`src/rtl/cr_kme_fifo_out_stage.sv`:
```
// Pops KME RAM FIFO words into a 2-entry skid buffer, tags/drops uncorrectable-ECC words; 1-cycle latency.
// Backpressure: out_ready stalls the head; fifo_out_ack drops only when both entries are full (registered state only).
module cr_kme_fifo_out_stage #(
  parameter int unsigned DATA_W   = 71,
  parameter int unsigned CNT_W    = 16,
  parameter bit          DROP_ERR = 1'b0
) (
  input  logic              clk,
  input  logic              rst,
  input  logic [DATA_W-1:0] fifo_out,
  input  logic              fifo_out_valid,
  input  logic              fifo_mbe,
  output logic              fifo_out_ack,
  output logic [DATA_W-1:0] out_data,
  output logic              out_valid,
  output logic              out_err,
  input  logic              out_ready,
  input  logic              clr_err,
  output logic              err_sticky,
  output logic [CNT_W-1:0]  err_cnt
);

  typedef enum logic [1:0] {EMPTY, ONE, FULL} state_e;

  state_e              state_q;
  logic [DATA_W-1:0]   head_dat_q, skid_dat_q;
  logic                head_err_q, skid_err_q;
  logic                out_vld_q;
  logic                err_sticky_q;
  logic [CNT_W-1:0]    err_cnt_q, err_cnt_d;

  logic accept, keep, pop, err_evt;

  // Ack depends only on registered state, never on out_ready.
  assign accept  = fifo_out_valid & (state_q != FULL) & ~rst;
  assign keep    = accept & ~(DROP_ERR & fifo_mbe);
  assign pop     = out_vld_q & out_ready;
  assign err_evt = accept & fifo_mbe;

  always_comb begin
    err_cnt_d = err_cnt_q;
    if (err_evt) begin
      if (clr_err)
        err_cnt_d = CNT_W'(1);
      else if (err_cnt_q != {CNT_W{1'b1}})
        err_cnt_d = err_cnt_q + CNT_W'(1);
    end else if (clr_err) begin
      err_cnt_d = '0;
    end
  end

  always_ff @(posedge clk or posedge rst) begin
    if (rst) begin
      state_q      <= EMPTY;
      head_dat_q   <= '0;
      head_err_q   <= 1'b0;
      skid_dat_q   <= '0;
      skid_err_q   <= 1'b0;
      out_vld_q    <= 1'b0;
      err_sticky_q <= 1'b0;
      err_cnt_q    <= '0;
    end else begin
      case (state_q)
        EMPTY: begin
          if (keep) begin
            head_dat_q <= fifo_out;
            head_err_q <= fifo_mbe;
            out_vld_q  <= 1'b1;
            state_q    <= ONE;
          end
        end
        ONE: begin
          if (keep && pop) begin
            head_dat_q <= fifo_out;
            head_err_q <= fifo_mbe;
          end else if (keep) begin
            skid_dat_q <= fifo_out;
            skid_err_q <= fifo_mbe;
            state_q    <= FULL;
          end else if (pop) begin
            out_vld_q  <= 1'b0;
            state_q    <= EMPTY;
          end
        end
        FULL: begin
          if (pop) begin
            head_dat_q <= skid_dat_q;
            head_err_q <= skid_err_q;
            state_q    <= ONE;
          end
        end
        default: begin
          out_vld_q <= 1'b0;
          state_q   <= EMPTY;
        end
      endcase

      if (err_evt)
        err_sticky_q <= 1'b1;
      else if (clr_err)
        err_sticky_q <= 1'b0;
      err_cnt_q <= err_cnt_d;
    end
  end

  assign fifo_out_ack = accept;
  assign out_data     = head_dat_q;
  assign out_valid    = out_vld_q;
  assign out_err      = head_err_q;
  assign err_sticky   = err_sticky_q;
  assign err_cnt      = err_cnt_q;

endmodule

```
`config.mk`:
```
export PLATFORM = sky130hd
export DESIGN_NAME = cr_kme_fifo_out_stage
export DESIGN_NICKNAME = d
export VERILOG_FILES = /design/src/rtl/cr_kme_fifo_out_stage.sv
export SDC_FILE = /design/constraint.sdc
export NUM_CORES = 1
export LEC_CHECK = 0
export BUFFER_PORTS_ARGS = -buffer_cell sky130_fd_sc_hd__buf_2
export CELL_PAD_IN_SITES_DETAIL_PLACEMENT = 1
export CELL_PAD_IN_SITES_GLOBAL_PLACEMENT = 1
export CORE_MARGIN = 2
export CORE_UTILIZATION = 37
export CTS_CLUSTER_DIAMETER = 100
export CTS_CLUSTER_SIZE = 16
export DETAILED_ROUTE_END_ITERATION = 8
export HOLD_SLACK_MARGIN = 0.02
export PLACE_DENSITY_LB_ADDON = 0.1
export SLEW_MARGIN = 10
export SYNTH_ARGS = -nofsm -noshare
export SYNTH_HDL_FRONTEND = slang
export SYNTH_SLANG_ARGS = --single-unit
```
`constraint.sdc`:
```
create_clock -name clk -period 5.7 [get_ports clk]
set_input_delay 1.14 -clock clk [delete_from_list [all_inputs] [get_ports clk]]
set_output_delay 1.14 -clock clk [all_outputs]
set_load 0.02 [all_outputs]
```
== After elaboration in Yosys (flattened, before gate mapping) ==
Cells that the tools add are included.
W data, S select, Z words.

* Register bits: 164
* Input port bits: 77
* Output and inout port bits: 91
* Logic and storage cells: 62

* Add/sub/neg operators: 1
* Eq/ne operators: 11
* Mux-type cells: 25
* Bitwise logic cells: 7
* Reduce and logical (&&, ||, !) cells: 10

{| class="wikitable"
|+ Operator list
! kind !! count
|-
| $mux W71 || 3
|-
| $pmux W71 S3 || 1
|-
| $mux W16 || 4
|-
| $add A16 B1 Y16 const B || 1
|-
| $ne A16 B16 Y1 const B || 1
|-
| $ne A2 B2 Y1 const B || 7
|-
| $mux W2 || 5
|-
| $mux W1 || 9
|-
| $reduce_and A4 Y1 || 2
|-
| $pmux W1 S3 || 2
|-
| $pmux W2 S3 || 1
|-
| $reduce_and A5 Y1 || 1
|-
| $and A1 B1 Y1 || 4
|-
| $reduce_bool A2 Y1 || 2
|-
| $ne A3 B3 Y1 const B || 1
|-
| $not A1 Y1 || 3
|-
| $reduce_and A3 Y1 || 1
|-
| $reduce_bool A3 Y1 || 1
|-
| $eq A2 B1 Y1 const B || 1
|-
| $eq A2 B2 Y1 const B || 1
|-
| $logic_not A2 Y1 || 1
|-
| $reduce_and A2 Y1 || 1
|-
| $logic_and A1 B1 Y1 || 1
|}

== Depth between registers and ports, before layout ==
Gate-level depths: netlist of run 1.

* Depth after elaboration: 6
* Mapped depth: 7
* Gate-level depth less buffers: 5

== Least setup slack after synthesis of run 1 ==
No wires, ideal clock.

* Path type: input port to flip-flop
* Start: in rst
* End: reg err_cnt_q[1] (netlist: err_cnt[1])
* Library setup time: 0.129 ns
* Data arrival time: 5.597 ns
* Required time: 5.571 ns
* Setup slack: -0.027 ns
* Stages on the path: 5
* Path buffers: 0
* Cell sequence: inv_1 -> nand4_1 -> and2_1 -> a31oi_1 -> o21ai_1

* Cells in the longest elaborated chain, start to end: 5
* Elaborated cells between the ends (all ways): 6
* Those cells by class: mux: 1; bitwise: 3; reduce/logical: 2

{| class="wikitable"
|+ RTL lines
! element !! RTL line !! text
|-
| start, declared || 9 || <nowiki>input logic rst,</nowiki>
|-
| $not A1 Y1 * || 35 || <nowiki>assign accept = fifo_out_valid & (state_q != FULL) & ~rst;</nowiki>
|-
| $and A1 B1 Y1 * || 35 ||
|-
| $and A1 B1 Y1 * || 38 || <nowiki>assign err_evt = accept & fifo_mbe;</nowiki>
|-
| $reduce_bool A2 Y1 (no source line) || - ||
|-
| $reduce_and A2 Y1 (no source line) || - ||
|-
| end signal, assigned || 102 || <nowiki>err_cnt_q <= err_cnt_d;</nowiki>
|-
| end, declared || 30 || <nowiki>logic [CNT_W-1:0] err_cnt_q, err_cnt_d;</nowiki>
|}

Every way passes the cells marked *; elsewhere a longest branch is shown, timed or not.
A chain may end at the register's enable or synchronous reset.

== Worst setup path after layout of run 1 ==
* Start: in rst
* End: out fifo_out_ack

* Cells in the longest elaborated chain, start to end: 2

{| class="wikitable"
|+ RTL lines
! element !! RTL line !! text
|-
| $not A1 Y1 || 35 ||
|-
| $and A1 B1 Y1 || 35 ||
|-
| end, declared || 13 || <nowiki>output logic fifo_out_ack,</nowiki>
|}

Every way passes these cells.

==> metrics, run 1 <==
Starting Density 0.3764; post-route antenna net violation count 0; Worst Setup Slack, final between 2 and 3 ns; Critical Path RT between 4 and 5 ns; origin of the critical flop-to-flop path state_q[0]; Post-CTS Setup Inserts 0; Mapped Area ~0.0070 mm^2; vias in the first global route between 5,000 and 6,000; WS Path Type input port to primary output; first-pass GRT wire length 29,970 um; critical path peak fanout 7; register area share after synthesis 0.5848; DRC viols 0; final net count about 900; total global routing overflow 0; H-Tree Depth 4; Placed Cells approximately 1,000; Clock Skews ~0.0097 ns; Max-Cap Viols 0; Most used DFF post-synth dfrtp_1; Syn-to-layout area delta 22.78%; Post-synth ARST share 1.000; biggest area consumer among synthesized cells dfrtp_1; DR WL/cell between 15 and 20 um; launch point of the worst path rst; CP arrival about 1.8 ns; Via Count about 5,400; PostCTS Resize Cnt 0; RSZ-0062 raised after global routing no; Synth Net Count roughly 740; hold depth 1; clock root cell clkbuf_16; number of distinct library cells after synthesis 43; initial antenna violation count 3; Non-Filler Instances between 1,000 and 1,500; Tightest Pin Transition approximately 1.0 ns; maximum VDD drop 0.2163 mV; largest net degree at the start of global routing 77; post-synth top area share 0.5848; number of I/O pins 168; die width ~140 um; worst-case reg-to-reg path depth 5; EDFF count, synth 0; Num CTS Buffers 17; Buffers on Ports 167; synthesized instance count 664; status finished, final reports clean; share of cells above drive strength 1 0.3450; pre-CTS setup slack about 2.5 ns; Post-Layout Inst Area about 0.0086 mm^2; Lkg Pwr between 0.003 and 0.004 uW; setup tns final 0 ns; total power between 4000 and 5000 uW; GP Congestion between 0.7 and 0.8; fin crit period around 2.9 ns; CTS tree built; max_slew headroom 0.3069; Final Max Tran Viols 0; fmax about 0.34 GHz; post-DP HPWL about 12,000 um; CP Launch Type input port; via/cell ratio around 5.1; CTS clk-pin slew, worst paths about 0.060 ns; Post-Route WL 18,570 um; clk_lat worst skew approximately 0.42 ns; Die ar. 0.02008 mm^2; Placed Instance Area between 0.008 and 0.009 mm^2; Worst Hold Class register to register; initial drt markers about 250; period utilisation layout 0.5100; Syn Area/Cell roughly 11 um^2; maximum buffer depth of the clock tree 2; chip height approximately 140 um; flops & latches, synth ~160; TritonRoute pass-1 iters 4; PD cells about 540 mW/mm^2; Synth area leaders dfrtp_1 58%, mux2_2 11%, nand2_1 8.4%; Core Region approximately 0.019 mm^2; hold_buf cts 0; clock sinks around 160; YS warnings 0; Hold Vio Cnt, Final 0; GRT Total Usage 0.1893; row count 50; Setup-failing EPs final 0; hold path start skid_dat_q[6]; Crit. End Element primary output
==> cells in the mapped netlist, types with 2 or more instances <==
cell,n
buf_2,25
o21ai_0,16
nor2_1,76
a31oi_1,74
mux2_2,67
xor2_1,3
a21oi_1,3
dfrtp_1,164
buf_6,2
inv_1,4
clkbuf_1,14
nor3_1,6
nand3b_1,3
nand4_1,4
mux2_1,5
o31ai_1,2
nand3_1,6
nand2_1,157
and3_1,2
xnor2_1,8
==> cell type report <==
class,count,area (um^2)
Antenna cell,1,2.502
Clock buffer,19,452.9
Clock inverter,13,146.4
Fill cell,2135,10030
Inverter,4,18.77
Multi-Input combinational cell,453,2719
Sequential cell,164,4104
Tap cell,234,292.8
Timing Repair Buffer,173,880.8
==> stage by stage <==
stage	hold WS, ns	util
2_1_floorplan	0.4484	-
3_3_place_gp	0.4733	0.4299
3_5_place_dp	0.4852	0.4299
4_1_cts	0.4999	0.4621
5_1_grt	0.5164	0.4622
6_report	0.4971	0.4622
==> worst max-delay path: stages <==
cell,delay [ns]
buf_2,0.13
nand2b_4,0.17
nor2_1,0.14
buf_2,0.19
==> metal layers <==
layer / vias up / track usage / share of wire
li1: 2571 / - / -
met2: 113 / 0.3160 / 0.49
met1: 2728 / 0.2439 / 0.45
met4: 2 / 0.05684 / 0.012
met5: - / 0 / 0.00086
met3: 17 / 0.04826 / 0.049
==> power by group <==
group / switching (uW) / leakage (uW) / internal, uW
Combinational: 935 / 0.00172 / 617
Sequential: 288 / 0.00193 / 1680
Clock: 496 / 0.000296 / 677
==> kinds of logic after synthesis <==
family	count (synthesis)	share of synthesized area
adders and majority gates	1	0.001783
muxes	72	0.1155
buffers and inverters	47	0.03227
AOI/OAI and AO/OA	99	0.08611
and+or+nand+nor	270	0.1658
xor gates and xnor gates	11	0.01373
DFF	164	0.5848
==> placed cells by master (no fill, tap or decap), types with 4 or more instances in the layout <==
cell	Yosys	layout
buf_2	25	167
dfrtp_1	164	164
nand2_1	157	157
nor2_1	76	76
a31oi_1	74	74
mux2_2	67	67
clkbuf_16	0	17
o21ai_0	16	16
xnor2_1	8	8
nand3_1	6	6
nor3_1	6	6
buf_4	1	6
mux2_1	5	5
nand4_1	4	4
inv_6	0	4
==> registers in the layout, summed over array words and instances (netlist names) <==
| name | flops |
|---|---|
| err_cnt | 16 |
| err_sticky | 1 |
| out_data | 71 |
| out_err | 1 |
| out_valid | 1 |
| skid_dat_q | 71 |
| skid_err_q | 1 |
| state_q | 2 |
==> path summary, 6_finish.rpt <==
kind / endpoint / slack (ns)
worst max-delay path: fifo_out_ack / 2.79
worst min-delay path: skid_dat_q[6] / 0.50
worst max register to register: err_cnt[11] / 3.30
worst min register to register: skid_dat_q[6] / 0.50
max in group asynchronous: out_data[18] / 3.64
min in group asynchronous: err_sticky / 0.74
Power figures use the tool's default switching activity.
==> inputs of run 2 (changes only) <==
- clock period: 5.7 -> 2.65 ns (I/O delays scaled with it)
==> metrics, run 2 (synthesis gave the netlist of run 1 again) <==
Tightest Pin Transition 0.8990 ns (-0.1407 ns); Storage cell area 0.004104 mm^2 (unchanged); Die ar. 0.02008 mm^2 (unchanged); CP arrival 1.72 ns (-0.05 ns); number of I/O pins 168 (unchanged); maximum buffer depth of the clock tree 2 (unchanged); worst hold margin 0.3353 ns (-0.1617 ns); Core Region 0.01864 mm^2 (unchanged); total global routing overflow 0 (unchanged); status finished, final reports clean; Layout Utilization 0.4672 (+0.004966); Setup-failing EPs final 0 (unchanged); multi-input logic area 0.002714 mm^2 (-0.18%); Post-Route WL 18,600 um (+0.16%); Placed Instance Area 0.008100 mm^2 (+1.1%); PD cells 1167 mW/mm^2 (+110%); fmax 0.4451 GHz; Final Max Tran Viols 0 (unchanged); GRT Total Usage 0.1909 (+0.001546); post-route antenna net violation count 0 (unchanged); clk_lat worst skew 0.42 ns (about the same); Post-Layout Inst Area 0.008710 mm^2 (+1.1%); GP Congestion 0.7386 (+0.54%); final net count 893 (+0.22%); Crit. End Element primary output; leading cell type in the layout, fill and taps excluded buf_2; Critical Path RT 2.12 ns (-2.44 ns); Post-CTS Setup Inserts 0 (unchanged); via/cell ratio 5.192 (+1.4%); CP Launch Type register; worst-case reg-to-reg path depth 5 (unchanged); DR WL/cell 17.49 um (about the same); Non-Filler Instances 1,063 (+0.19%); initial drt markers 238 (-3.3%); PostCTS Resize Cnt 0 (unchanged); WS Path Type register to primary output; hold_buf cts 0 (unchanged); buffer and inverter count on the worst path 1 (-1); first-pass GRT wire length 30,230 um (+0.87%); largest stage delay on the critical path 0.53 ns (+0.34 ns); DRC viols 0 (unchanged); row count 50 (unchanged); max_slew headroom 0.4007 (+0.09382); hold depth 2 (+1); Starting Density 0.3764 (unchanged); Buffers on Ports 167 (unchanged); number of stages on the worst setup path 3 (-1); chip height 141.7 um (unchanged); setup tns final 0 ns (unchanged); Largest delay share family, worst path simple AND/OR/NAND/NOR gates; CTS clk-pin slew, worst paths 0.06 ns (about the same); CP Cell Sequence nor2b_4 > nor2_1 > buf_2; critical path peak fanout 18 (+11); RSZ-0062 raised after global routing no; clock sinks 164 (unchanged); share of cells above drive strength 1 0.3442 (-0.0008334); fin crit period roughly 2.2 ns; Placed Cells 1,030 (+0.19%); Syn-to-layout area delta 24.10%; Clock Skews 0.01151 ns (+0.001838 ns); fill count 2,090 (-2.1%); commonest non-fill, non-tap cells in the layout 167 x buf_2, 164 x dfrtp_1, 157 x nand2_1, 76 x nor2_1, 74 x a31oi_1; Lkg Pwr 0.003977 uW (+0.64%); maximum VDD drop 0.5318 mV (+150%); vias in the first global route 5,962 (+4.2%); Hold Vio Cnt, Final 0 (unchanged); H-Tree Depth 4 (unchanged); Num CTS Buffers 17 (unchanged); Max-Cap Viols 0 (unchanged); die width 141.7 um (unchanged); post-DP HPWL 12,260 um (+2.9%); period utilisation layout 0.8478; Worst Hold Class input port to register; CP max-delay cell nor2b_4; initial antenna violation count 1 (-2); clock root cell clkbuf_16; TritonRoute pass-1 iters 4 (unchanged); Via Count 5,519 (+1.6%); CTS tree built; largest net degree at the start of global routing 165 (+110%)
-- run 2: report_power, final --
part           total [uW]  leakage [uW]  switching, uW  internal [uW]
logic                3420       0.00175           2050           1370
clock network        2530      0.000291           1030           1500
registers            4220       0.00193            598           3620
-- run 2: layer usage --
layer  up-vias  global-route usage  part of all wire
met5         -                   0                 0
met4         0             0.06474             0.020
met1      2807              0.2382              0.44
li1       2566                   -                 -
met2       117              0.3273              0.49
met3        29             0.04421             0.040
-- run 2: through the flow --
stage	power (uW)	setup WS, ns
2_1_floorplan	6473	-1.069
3_3_place_gp	7506	0.5429
3_5_place_dp	7749	0.4272
4_1_cts	10320	0.3811
5_1_grt	10840	0.2721
6_report	10160	0.4034
-- run 2: worst paths after layout --
kind	start	end	slack (ns)
min in group asynchronous	rst	out_data[4]	0.40
max	state_q[1]	fifo_out_ack	0.40
min	fifo_out[3]	skid_dat_q[3]	0.34
min reg2reg	skid_err_q	skid_err_q	0.49
max reg2reg	state_q[0]	err_cnt[13]	0.72
max in group asynchronous	rst	skid_dat_q[26]	1.59
-- run 2: area by class of cell --
| type | count | share of cell area |
|---|---|---|
| clock inverters | 9 | 0.01365 |
| clock buffers | 23 | 0.05603 |
| diodes | 1 | 0.0002873 |
| well taps | 234 | 0.03362 |
| flip-flops and latches | 164 | 0.4712 |
| repair buffers | 175 | 0.1115 |
| multi-input cells | 453 | 0.3116 |
| inverters | 4 | 0.002155 |
-- run 2: worst reg2reg max path, stage by stage, from the launching register on --
cell and delay [ns]:
dfrtp_1 0.50, nand2b_2 0.49, nand3_1 0.28, nor3_1 0.29
xnor2_1 0.16, o21ai_0 0.09
==> inputs of run 3 (changes only) <==
- clock period: 2.65 -> 2 ns (I/O delays scaled with it)
==> metrics, run 3 (synthesis gave the netlist of run 1 again) <==
Core Region 0.01864 mm^2 (unchanged); clk_lat worst skew 0.42 ns (about the same); Via Count 5,558 (+0.71%); final net count 899 (+0.67%); clock sinks 164 (unchanged); setup tns final 0 ns (unchanged); TritonRoute pass-1 iters 4 (unchanged); Die ar. 0.02008 mm^2 (unchanged); post-DP HPWL 12,730 um (+3.8%); row count 50 (unchanged); Comb power frac 0.330 (-0.006); DR WL/cell 17.87 um (+2.2%); Starting Density 0.3764 (unchanged); fin crit period 1.855 ns; Hold Vio Cnt, Final 0 (unchanged); chip height 141.7 um (unchanged); Tightest Pin Transition 0.9565 ns (+0.05753 ns); Final Max Tran Viols 0 (unchanged); status finished, final reports clean; initial antenna violation count 2 (+1); Post-Route WL 19,100 um (+2.7%); PostCTS Resize Cnt 0 (unchanged); Switch Pwr 4927 uW (+34%); period utilisation layout 0.9273; die width 141.7 um (unchanged); Num CTS Buffers 17 (unchanged); first-pass GRT wire length 30,880 um (+2.1%); WS Path Type register to primary output; via/cell ratio 5.199 (+0.14%); number of I/O pins 168 (unchanged); Syn-to-layout area delta 25.66%; critical path peak fanout 8 (-10); commonest non-fill, non-tap cells in the layout 167 x buf_2, 164 x dfrtp_1, 157 x nand2_1, 76 x nor2_1, 74 x a31oi_1; Internal Power 8956 uW (+38%); Setup-failing EPs final 0 (unchanged); Worst Setup Slack, final 0.1455 ns (-0.2579 ns); pre-CTS setup slack 0.05854 ns (-0.3687 ns); hold_buf cts 0 (unchanged); vias in the first global route 6,126 (+2.8%); RSZ-0062 raised after global routing no; post-route antenna net violation count 0 (unchanged); fmax 0.5392 GHz; PD cells 1574 mW/mm^2 (+35%); Layout Utilization 0.4730 (+0.005839); Max-Cap Viols 0 (unchanged); max_slew headroom 0.3623 (-0.03835); maximum VDD drop 0.6461 mV (+22%); maximum buffer depth of the clock tree 2 (unchanged); total global routing overflow 0 (unchanged); Clk pwr share 0.263 (+0.014); DRC viols 0 (unchanged); total power 13,880 uW (+37%); Lkg Pwr 0.004038 uW (+1.5%); largest net degree at the start of global routing 165 (unchanged); Seq pwr share 0.406 (-0.009); Worst Hold Class input port to register; CP arrival 1.45 ns (-0.27 ns); Sw Share 0.3549 (-0.006473); H-Tree Depth 4 (unchanged); share of cells above drive strength 1 0.3489 (+0.004718); GRT Total Usage 0.1953 (+0.004470); initial drt markers 225 (-5.5%); CTS tree built; Clock Skews 0.009194 ns (-0.002318 ns); CP Launch Type register; Buffers on Ports 167 (unchanged); Non-Filler Instances 1,069 (+0.56%); Critical Path RT 1.60 ns (-0.52 ns); GP Congestion 0.7271 (-1.6%); clock root cell clkbuf_16; Crit. End Element primary output; leading cell type in the layout, fill and taps excluded buf_2; Placed Cells 1,036 (+0.58%); Post-CTS Setup Inserts 0 (unchanged); CTS clk-pin slew, worst paths 0.06 ns (about the same)
run 3: changes by cell type in the layout (fill, tap and decap cells not counted):
| cell | previous run | this run |
|---|---|---|
| clkbuf_8 | 4 | 2 |
| buf_4 | 2 | 7 |
| clkinv_4 | 3 | 2 |
| bufinv_16 | 2 | 5 |
| clkinv_2 | 0 | 1 |
| clkinvlp_4 | 3 | 2 |
| buf_12 | 6 | 7 |
run 3: critical path, stage by stage, from the launching register on:
cell and delay, ns:
dfrtp_1 0.50, nor2b_4 0.31, nor2_1 0.07, buf_2 0.16
run 3: final cells by class:
type	instances	area [um^2]
sequential	164	4104
inverter	4	18.77
tap	234	292.8
fill	2111	9824
clock inverter	11	197.7
antenna	1	2.502
multi-input combinational	453	2714
clock buffer	21	460.4
timing repair buffer	181	1028
run 3: layer usage:
metal	vias up	global-route usage	wire length, um
met2	126	0.3398	9614
met3	24	0.04691	885
met4	0	0.06526	308
met5	-	0	0
li1	2592	-	-
met1	2816	0.2389	8296
run 3: path summary, 6_finish.rpt:
path	cells past startpoint	to	slack (ns)	from
hold / removal	2	skid_dat_q[6]	0.21	fifo_out[6]
min in group asynchronous	3	err_cnt[0]	0.23	rst
max in group asynchronous	3	skid_dat_q[30]	1.00	rst
hold reg to reg	1	skid_dat_q[5]	0.49	skid_dat_q[5]
setup / recovery	3	fifo_out_ack	0.15	state_q[1]
setup reg to reg	5	err_cnt[1]	0.21	err_cnt[2]
run 3: per-stage QoR:
stage	hold slack, ns	cell area [um^2]
6_report	0.2055	8818
5_1_grt	0.2030	8818
4_1_cts	0.1916	8816
3_5_place_dp	0.4857	8158
3_3_place_gp	0.4734	8158
2_1_floorplan	0.4484	7022
run 3: power groups by stage:
stage          clock network [uW]  logic [uW]  registers [uW]
3_3_place_gp                    0        4450            5580
2_1_floorplan                   0        2190            6390
4_1_cts                      3740        4680            5660
5_1_grt                      3870        5040            5840
3_5_place_dp                    0        4660            5700
6_report                     3660        4580            5640
